<file path="src/rtl/bus_device_endpoint_if.sv">
// Device side of the broadcast bus handshake: TX head (pndng/D_pop/pop) and
// RX delivery (push/D_push).
interface bus_device_endpoint_if #(
  parameter int width = 16
);
  logic             pndng;
  logic [width-1:0] D_pop;
  logic             pop;
  logic             push;
  logic [width-1:0] D_push;

  modport master (input pndng, input D_pop, output pop, output push, output D_push);
  modport slave  (output pndng, output D_pop, input pop, input push, input D_push);
endinterface

</file>
<file path="src/rtl/bus_device_endpoint.sv">
// Bus device endpoint: local TX FIFO presented to the bus and an
// address-filtered RX FIFO fed by the bus, both first-word fall-through.
module bus_device_endpoint #(
  parameter int             width     = 16,
  parameter int             depth     = 8,
  parameter logic [7:0]     id        = 8'h00,
  parameter logic [7:0]     broadcast = 8'hFF
) (
  input  logic                       clk,
  input  logic                       rst_n,
  input  logic                       wr_en,
  input  logic [width-1:0]           wr_data,
  output logic                       tx_full,
  bus_device_endpoint_if.slave       bus,
  input  logic                       rd_en,
  output logic [width-1:0]           rd_data,
  output logic                       rx_empty,
  output logic [$clog2(depth):0]     rx_count,
  output logic [7:0]                 misdir_cnt,
  output logic                       tx_ovf,
  output logic                       tx_unf,
  output logic                       rx_ovf
);
  localparam int AW = $clog2(depth);
  localparam int CW = AW + 1;
  localparam logic [CW-1:0] FULL_CNT = CW'(depth);

  function automatic logic [7:0] sat_inc8(input logic [7:0] v);
    return (v == 8'hFF) ? v : v + 8'd1;
  endfunction

  function automatic logic [CW-1:0] next_cnt(input logic [CW-1:0] c,
                                             input logic inc, input logic dec);
    logic [CW-1:0] r;
    r = c;
    if (inc && !dec) r = c + CW'(1);
    if (dec && !inc) r = c - CW'(1);
    return r;
  endfunction

  logic [width-1:0] tx_mem [depth];
  logic [width-1:0] rx_mem [depth];
  logic [AW-1:0]    tx_wp, tx_rp, rx_wp, rx_rp;
  logic [CW-1:0]    tx_cnt, rx_cnt;

  logic tx_nonempty, rx_nonempty, rx_full;
  logic tx_wr_ok, tx_pop_ok, rx_match, rx_wr_ok, rx_rd_ok;

  assign tx_nonempty = (tx_cnt != '0);
  assign rx_nonempty = (rx_cnt != '0);
  assign tx_full     = (tx_cnt == FULL_CNT);
  assign rx_full     = (rx_cnt == FULL_CNT);

  // A full FIFO is never empty, so a same-cycle pop/read always frees the slot being written.
  assign tx_pop_ok = bus.pop && tx_nonempty;
  assign tx_wr_ok  = wr_en && (!tx_full || bus.pop);
  assign rx_match  = (bus.D_push[width-1 -: 8] == id) || (bus.D_push[width-1 -: 8] == broadcast);
  assign rx_rd_ok  = rd_en && rx_nonempty;
  assign rx_wr_ok  = bus.push && rx_match && (!rx_full || rd_en);

  always_ff @(posedge clk or negedge rst_n) begin
    if (!rst_n) begin
      tx_wp      <= '0;
      tx_rp      <= '0;
      tx_cnt     <= '0;
      rx_wp      <= '0;
      rx_rp      <= '0;
      rx_cnt     <= '0;
      misdir_cnt <= '0;
      tx_ovf     <= 1'b0;
      tx_unf     <= 1'b0;
      rx_ovf     <= 1'b0;
    end else begin
      if (tx_wr_ok)  tx_wp <= tx_wp + AW'(1);
      if (tx_pop_ok) tx_rp <= tx_rp + AW'(1);
      tx_cnt <= next_cnt(tx_cnt, tx_wr_ok, tx_pop_ok);
      if (rx_wr_ok)  rx_wp <= rx_wp + AW'(1);
      if (rx_rd_ok)  rx_rp <= rx_rp + AW'(1);
      rx_cnt <= next_cnt(rx_cnt, rx_wr_ok, rx_rd_ok);
      if (bus.push && !rx_match)               misdir_cnt <= sat_inc8(misdir_cnt);
      if (wr_en && tx_full && !bus.pop)        tx_ovf     <= 1'b1;
      if (bus.pop && !tx_nonempty)             tx_unf     <= 1'b1;
      if (bus.push && rx_match && rx_full && !rd_en) rx_ovf <= 1'b1;
    end
  end

  // Storage is never reset; only the pointers decide what is valid.
  always_ff @(posedge clk) begin
    if (tx_wr_ok) tx_mem[tx_wp] <= wr_data;
    if (rx_wr_ok) rx_mem[rx_wp] <= bus.D_push;
  end

  assign bus.pndng = tx_nonempty;
  assign bus.D_pop = tx_mem[tx_rp];
  assign rd_data   = rx_mem[rx_rp];
  assign rx_empty  = !rx_nonempty;
  assign rx_count  = rx_cnt;
endmodule

</file>
<file path="src/flat_wrapper.sv">
// flat-port wrapper written by rule: the top's interface ports become plain ports
module bus_device_endpoint_flat 
#(
  parameter int             width     = 16,
  parameter int             depth     = 8,
  parameter logic [7:0]     id        = 8'h00,
  parameter logic [7:0]     broadcast = 8'hFF
)
  (clk, rst_n, wr_en, wr_data, tx_full, rd_en, rd_data, rx_empty, rx_count, misdir_cnt, tx_ovf, tx_unf, rx_ovf, bus_pndng, bus_D_pop, bus_pop, bus_push, bus_D_push);
  bus_device_endpoint_if #(.width(width)) bus_i ();
  input  logic clk;
  input  logic rst_n;
  input  logic wr_en;
  input  logic [width-1:0] wr_data;
  output logic tx_full;
  input  logic rd_en;
  output logic [width-1:0] rd_data;
  output logic rx_empty;
  output logic [$clog2(depth):0] rx_count;
  output logic [7:0] misdir_cnt;
  output logic tx_ovf;
  output logic tx_unf;
  output logic rx_ovf;
  output wire logic [$bits(bus_i.pndng)-1:0] bus_pndng;
  output wire logic [$bits(bus_i.D_pop)-1:0] bus_D_pop;
  input wire logic [$bits(bus_i.pop)-1:0] bus_pop;
  input wire logic [$bits(bus_i.push)-1:0] bus_push;
  input wire logic [$bits(bus_i.D_push)-1:0] bus_D_push;
  assign bus_pndng = bus_i.pndng;
  assign bus_D_pop = bus_i.D_pop;
  assign bus_i.pop = bus_pop;
  assign bus_i.push = bus_push;
  assign bus_i.D_push = bus_D_push;
  bus_device_endpoint #(.width(width), .depth(depth), .id(id), .broadcast(broadcast)) u_core (.clk(clk), .rst_n(rst_n), .wr_en(wr_en), .wr_data(wr_data), .tx_full(tx_full), .bus(bus_i), .rd_en(rd_en), .rd_data(rd_data), .rx_empty(rx_empty), .rx_count(rx_count), .misdir_cnt(misdir_cnt), .tx_ovf(tx_ovf), .tx_unf(tx_unf), .rx_ovf(rx_ovf));
endmodule
</file>
<file path="config.mk">
export PLATFORM = sky130hd
export DESIGN_NAME = bus_device_endpoint_flat
export DESIGN_NICKNAME = d
export VERILOG_FILES = /design/src/rtl/bus_device_endpoint_if.sv /design/src/rtl/bus_device_endpoint.sv /design/src/flat_wrapper.sv
export SDC_FILE = /design/constraint.sdc
export NUM_CORES = 1
export LEC_CHECK = 0
export BUFFER_PORTS_ARGS = -buffer_cell sky130_fd_sc_hd__buf_2
export CAP_MARGIN = 0
export CORE_MARGIN = 8
export CORE_UTILIZATION = 54
export DETAILED_ROUTE_END_ITERATION = 10
export PLACE_DENSITY_LB_ADDON = 0.1
export SLEW_MARGIN = 20
export SYNTH_ARGS = -nofsm -noshare
export SYNTH_HDL_FRONTEND = slang
export SYNTH_SLANG_ARGS = --single-unit
</file>
<file path="constraint.sdc">
create_clock -name clk -period 2.8 [get_ports clk]
set_clock_uncertainty 0.05 [all_clocks]
set_input_delay 0 -clock clk [delete_from_list [all_inputs] [get_ports clk]]
set_output_delay 0 -clock clk [all_outputs]
set_load 0.01 [all_outputs]
</file>
==> results of run 1 <==
worst reg2reg max path, stage by stage (launching register included):
cell and delay [ns]:
dfrtp_1 0.43, nor3_2 0.22, and3_1 0.20, and2b_2 0.25
clkinv_1 0.06, ha_1 0.21, ha_1 0.26, a21o_1 0.18
a21oi_1 0.18, xnor2_1 0.14, nor2_1 0.07, xor2_1 0.14
layer usage:
| metal | GRT usage | vias to the layer above | part of all wire | wire (um) |
|---|---|---|---|---|
| met5 | 0 | - | 0 | 0 |
| met1 | 0.192 | 2882 | 0.40 | 8450 |
| met2 | 0.307 | 107 | 0.55 | 11600 |
| met3 | 0.0296 | 31 | 0.039 | 829 |
| met4 | 0.0387 | 0 | 0.019 | 396 |
| li1 | - | 2555 | - | - |
Yosys cell counts (2+ instances only):
cell      number  area share
nor2_1         7      0.0023
mux2i_1        2      0.0017
mux4_2        14       0.027
a21o_1         3      0.0020
fa_1           2      0.0035
nand2b_1       5      0.0027
clkbuf_1       6      0.0020
mux4_1        50        0.11
buf_2          3      0.0013
nor4_1        11      0.0060
dfrtp_1       31       0.067
xnor2_1       11      0.0083
buf_6          9      0.0088
nand2_1       21      0.0068
ha_1          11       0.012
and2_1         2      0.0011
nor4b_2        2      0.0026
a21oi_1        2     0.00087
xor2_1        11      0.0083
o21ai_0        2     0.00087
nor3_1         9      0.0039
mux2_2        36       0.035
buf_1          3     0.00098
inv_1         10      0.0033
o21bai_1       2      0.0013
nand3_1        3      0.0013
edfxtp_1     256        0.67
nand4_1        4      0.0022
clkbuf_2       2     0.00087
state kept, by name (all words and copies together), names as in the netlist, 4 cells and up:
name	flops
u_core.tx_cnt	4
u_core.tx_mem	128
u_core.misdir_cnt	8
u_core.rx_mem	128
u_core.rx_count	4
area by class of cell:
cell class                      instances  area share
Clock buffer                           43      0.0568
Clock inverter                         10     0.00484
Inverter                               11     0.00302
Multi-Input combinational cell        218       0.217
Sequential cell                       287       0.618
Tap cell                              275      0.0251
Timing Repair Buffer                  150      0.0753
worst paths after layout:
path                                            end  cells after the start
min in group clk                u_core.tx_mem[0][4]                      2
worst min-delay path                  u_core.tx_ovf                      2
worst max-delay path               u_core.tx_cnt[3]                     11
worst max register to register     u_core.tx_cnt[3]                     11
max in group asynchronous           u_core.rx_wp[0]                      2
worst min register to register        u_core.tx_unf                      1
power by group through the flow:
stage / Clock, mW / Combinational, mW / Sequential, mW
after floorplan: 0 / 2.62 / 5.48
after global placement: 0 / 3.58 / 5.62
after detailed placement: 0 / 3.65 / 5.66
after CTS: 3.53 / 3.71 / 5.58
after global routing: 3.68 / 3.95 / 5.63
final: 3.45 / 3.61 / 5.57
cells by family after synthesis:
logic type / after synthesis
adders and majority gates: 13
AOI/OAI and AO/OA: 10
xor gates and xnor gates: 22
buffers and inverters: 34
and+or+nand+nor: 71
DFF: 287
muxes: 102
==> flow_summary.toml, run 1 <==
[final_layout]
layout.cells.non_filler = 994
drive_gt1_frac = 0.292
fill_cells = 1413
fin_util = 0.651
syn2layout_area_growth_pct = 18.6
multiInputGateArea_um2 = 2970
regArea_um2 = 8460
n_antenna_cell = 0
layout_common_cells = "256 x edfxtp_1, 87 x buf_2, 50 x mux4_1"
final_common_cell = "edfxtp_1"
nNetsFinal = 748
design_area_um2 = 13700

[sta]
holdWs_ns = 0.0184
rsz0062_at_grt = "no"
maxSlewHeadroom = 0.413
tightest_slew_ns = 0.880
min_period_ns = 2.50
finalSetupViolCount = 0
period_share = 0.893
slew_viol_final = 0
fmax_ghz = 0.400
fin_setup_tns_ns = 0
worst_slack_ns = 0.299
hold_viol_final = 0

[logic_synthesis]
synth-edff-count = 256
synth_async_sr_flop_share = 0.108
muxShareOfSynthArea = 0.178
synth_top_family_by_area = "multiplexers"
synth-main-ff-cell = "edfxtp_1"
synth-xor-area-share = 0.0167
yosys.area_share.simple = 0.0339
yosysSeqAreaShare = 0.733
syn_inst = 539
synth_compound_area_frac = 0.00574
synth_fa_ha_area_frac = 0.0154
ys.warnings.count = 0
syn_area_um2 = 11500
synth-seq-cells = 287
syn_area_per_cell_um2 = 21.4
synthDistinctLibCells = 38
synth_fp_nets = 590

[floorplan]
initial_utilization = 0.549
dieWidth_um = 162
ios = 88
rows = 53
coreArea_um2 = 21000
design.die.area_um2 = 26300
die_h_um = 162

[power]
swShare = 0.282
comb_power_share = 0.286
clockPowerShare = 0.273
p_int_mw = 9.06
p_total_mw = 12.6
cellPowerDensity_nw_per_um2 = 922
leakagePower_nw = 4.87
p_seq_frac = 0.441
netSwitchingPower_mw = 3.57
ir_worst_vdd_uv = 674

[drt]
vias = 5575
drc = 0
viasPerCell = 5.61
drt-wirelength-per-cell_um = 21.4
drtPass1Iterations = 5
totalWireLength_um = 21300
postRouteAntennaNets = 0
dr.first_iter.drc_count = 332

[global_route]
grt-ovfl-total = 0
antenna_found_initial = 0
grt_pass1_vias = 6127
grt.total_usage = 0.164
grt_pass1_wl_um = 33700
grt_max_degree = 35

[clocking]
h-tree-depth = 1
ctsHoldBuffers = 39
cts.sinks = 287
postCtsSetupRepairBufs = 0
clock_path_buffers = 3
cts_tree = "built"
clkLatencyLatePin_ns = 0.52
cts_root_buffer = "clkbuf_16"
clk_pin_slew_worst_paths_ns = 0.06
ctsResizeCount = 0
cts_buffers = 29

[hold_path]
hold_class = "primary input to asynchronous set/reset pin"

[outcome]
run_status = "complete, no violations"

[critical_path]
startpoint = "u_core.tx_cnt[0]"
crit_chain = "nor3_2, and3_1, and2b_2, clkinv_1, ha_1, ha_1, a21o_1, a21oi_1, xnor2_1, nor2_1, xor2_1"
path_buf_inv = 1
slowest_delay_ns = 0.43
r2r_setup_slack_ns = 0.30
slowest_stage = "dfrtp_1"
critPathRequiredTime_ns = 3.16
crit_arrival_ns = 2.86
timing.rr.start = "u_core.tx_cnt[0]"
crit_type = "register to register"
critPathCaptureType = "register"
start_kind = "register"
cp_common_cell = "ha_1"
worstPathMaxFanout = 4
crit_family = "simple AND/OR/NAND/NOR gates"

[placed_design]
place_inst = 902
place.gp.congestion = 0.791
dp_hpwl_um = 12800
dp_slack_ns = 0.298
place_area_um2 = 12500
io_buffers = 87

[run]
max_cap_violations = 0
Power figures use the tool's default switching activity.
==> inputs of run 2 (changes only) <==
--- a/config.mk
+++ b/config.mk
@@ -8,7 +8,7 @@
 export BUFFER_PORTS_ARGS = -buffer_cell sky130_fd_sc_hd__buf_2
 export CAP_MARGIN = 0
 export CORE_MARGIN = 8
-export CORE_UTILIZATION = 54
+export CORE_UTILIZATION = 60
 export DETAILED_ROUTE_END_ITERATION = 10
 export PLACE_DENSITY_LB_ADDON = 0.1
 export SLEW_MARGIN = 20
==> constraint.sdc (replaced) <==
create_clock -name clk -period 2.74 [get_ports clk]
set_clock_uncertainty 0.05 [all_clocks]
set_input_delay 0 -clock clk [delete_from_list [all_inputs] [get_ports clk]]
set_output_delay 0 -clock clk [all_outputs]
set_load 0.01 [all_outputs]
==> run 2 against run 1 <==
Effect of this change:
- sequential power about the same
- largest power group unchanged
- core utilization up 7.7 points
- final cell count is 4.0% lower
- clock power up 5.8%
- critical path depth down 7
- global-route usage rose by 1.6 points
- final area decreased by 0.19%
- count of clock-buffer cells in the layout shrank 4
- hold slack worse by 0.018 ns
==> flow_summary.toml, run 2 (synthesized netlist as in run 1, its figures left out) <==
[floorplan]
die_h_um = 155
coreArea_um2 = 18800
rows = 50
design.die.area_um2 = 23900
ios = 88
initial_utilization = 0.615
dieWidth_um = 155

[critical_path]
crit_path_end = "rd_data[5]"
r2r_setup_slack_ns = 0.27
crit_arrival_ns = 2.45
crit_chain = "buf_4, mux4_1, mux2_2, buf_2"
reg2regPathDepth = 10
critPathRequiredTime_ns = 2.69
crit_type = "register to primary output"
worstPathMaxFanout = 34
critPathCaptureType = "primary output"
slowest_delay_ns = 0.64
crit_family = "multiplexers"
startpoint = "u_core.rx_rp[0]"
slowest_stage = "mux4_1"
timing.rr.start = "u_core.rx_count[0]"
path_buf_inv = 2
worstSetupPathDepth = 4
r2r-end = "u_core.rx_count[3]"
start_kind = "register"

[drt]
vias = 5614
postRouteAntennaNets = 0
drt-wirelength-per-cell_um = 22.4
drtPass1Iterations = 4
drc = 0
totalWireLength_um = 21400
dr.first_iter.drc_count = 398
viasPerCell = 5.88

[sta]
finalSetupViolCount = 0
period_share = 0.912
min_period_ns = 2.50
rsz0062_at_grt = "no"
hold_viol_final = 0
slew_viol_final = 0
fmax_ghz = 0.400
tightest_slew_ns = 0.707
worst_slack_ns = 0.240
maxSlewHeadroom = 0.528

[clocking]
ctsResizeCount = 0
cts_tree = "built"
cts.sinks = 287
clkLatencyLatePin_ns = 0.53
cts_root_buffer = "clkbuf_16"
clock_path_buffers = 3
h-tree-depth = 1
clk_pin_slew_worst_paths_ns = 0.06
cts_buffers = 29
postCtsSetupRepairBufs = 0

[global_route]
grt_pass1_wl_um = 33200
top_usage_layer = "met2"
grt_pass1_vias = 6049
grt.total_usage = 0.181
grt_util_met2 = 0.301
grt_use_met1 = 0.241
grt-ovfl-total = 0
antenna_found_initial = 1
grt_use_met3 = 0.0371
grt_max_degree = 35

[final_layout]
regArea_um2 = 8460
final_common_cell = "edfxtp_1"
reg_top3 = "u_core.rx_mem x128, u_core.tx_mem x128, u_core.misdir_cnt x8"
fin_util = 0.728
multiInputGateArea_um2 = 2970
layout.cells.non_filler = 954
fill_cells = 1138
design_area_um2 = 13700
syn2layout_area_growth_pct = 18.4
drive_gt1_frac = 0.300
layout_common_cells = "256 x edfxtp_1, 87 x buf_2, 50 x mux4_1"
nNetsFinal = 748

[placed_design]
dp_slack_ns = 0.269
place_area_um2 = 12400
place.gp.congestion = 0.749
io_buffers = 87
place_inst = 861
dp_hpwl_um = 12300

[outcome]
run_status = "complete, no violations"

[power]
cellPowerDensity_nw_per_um2 = 953
p_total_mw = 13.0
leakagePower_nw = 4.89
ir_worst_vdd_uv = 732

[run]
max_cap_violations = 0

[hold_path]
hold_class = "primary input to asynchronous set/reset pin"
## run 2: area by class of cell
class / instances / area share
Clock buffer: 39 / 0.0558
Timing Repair Buffer: 150 / 0.0745
Multi-Input combinational cell: 218 / 0.217
Tap cell: 234 / 0.0214
Inverter: 11 / 0.00302
Antenna cell: 1 / 0.000183
Sequential cell: 287 / 0.619
Clock inverter: 14 / 0.00851
## run 2: how the worst min path moves through the flow
stage	from	endpoint	slack, ns	depth (start not counted)
2_1_floorplan	rst_n	u_core.misdir_cnt[0]	-0.35	0
3_3_place_gp	rst_n	u_core.tx_wp[0]	0.02	1
3_5_place_dp	rst_n	u_core.tx_wp[0]	0.04	1
4_1_cts	rst_n	u_core.misdir_cnt[0]	0.009	2
5_1_grt	rst_n	u_core.tx_wp[0]	0.07	2
6_report	rst_n	u_core.tx_wp[0]	0.0005	2
## run 2: what timing repair did
item / 4_1_cts / 5_1_grt
hold endpoints to repair: 310 / 0
endpoints found under the setup margin: 0 / 0
hold buffers: 39 / 0
## run 2: metrics by stage
step	hold WS, ns	setup TNS [ns]
floorplan	-0.346	-14.86
global placement	0.0215	0
detailed placement	0.0397	0
CTS	0.00855	0
global route	0.0715	0
finish	0.000549	0
## run 2: power by group
part | switching (mW) | internal, mW | total (mW)
Clock | 1.52 | 2.13 | 3.65
Combinational | 1.89 | 1.94 | 3.83
Sequential | 0.288 | 5.26 | 5.55
Total | 3.69 | 9.33 | 13.0
## run 2: layer usage
layer	up-vias	share of wire
met5	-	0
met4	0	0.014
met3	26	0.057
met2	154	0.51
met1	2880	0.42
li1	2554	-
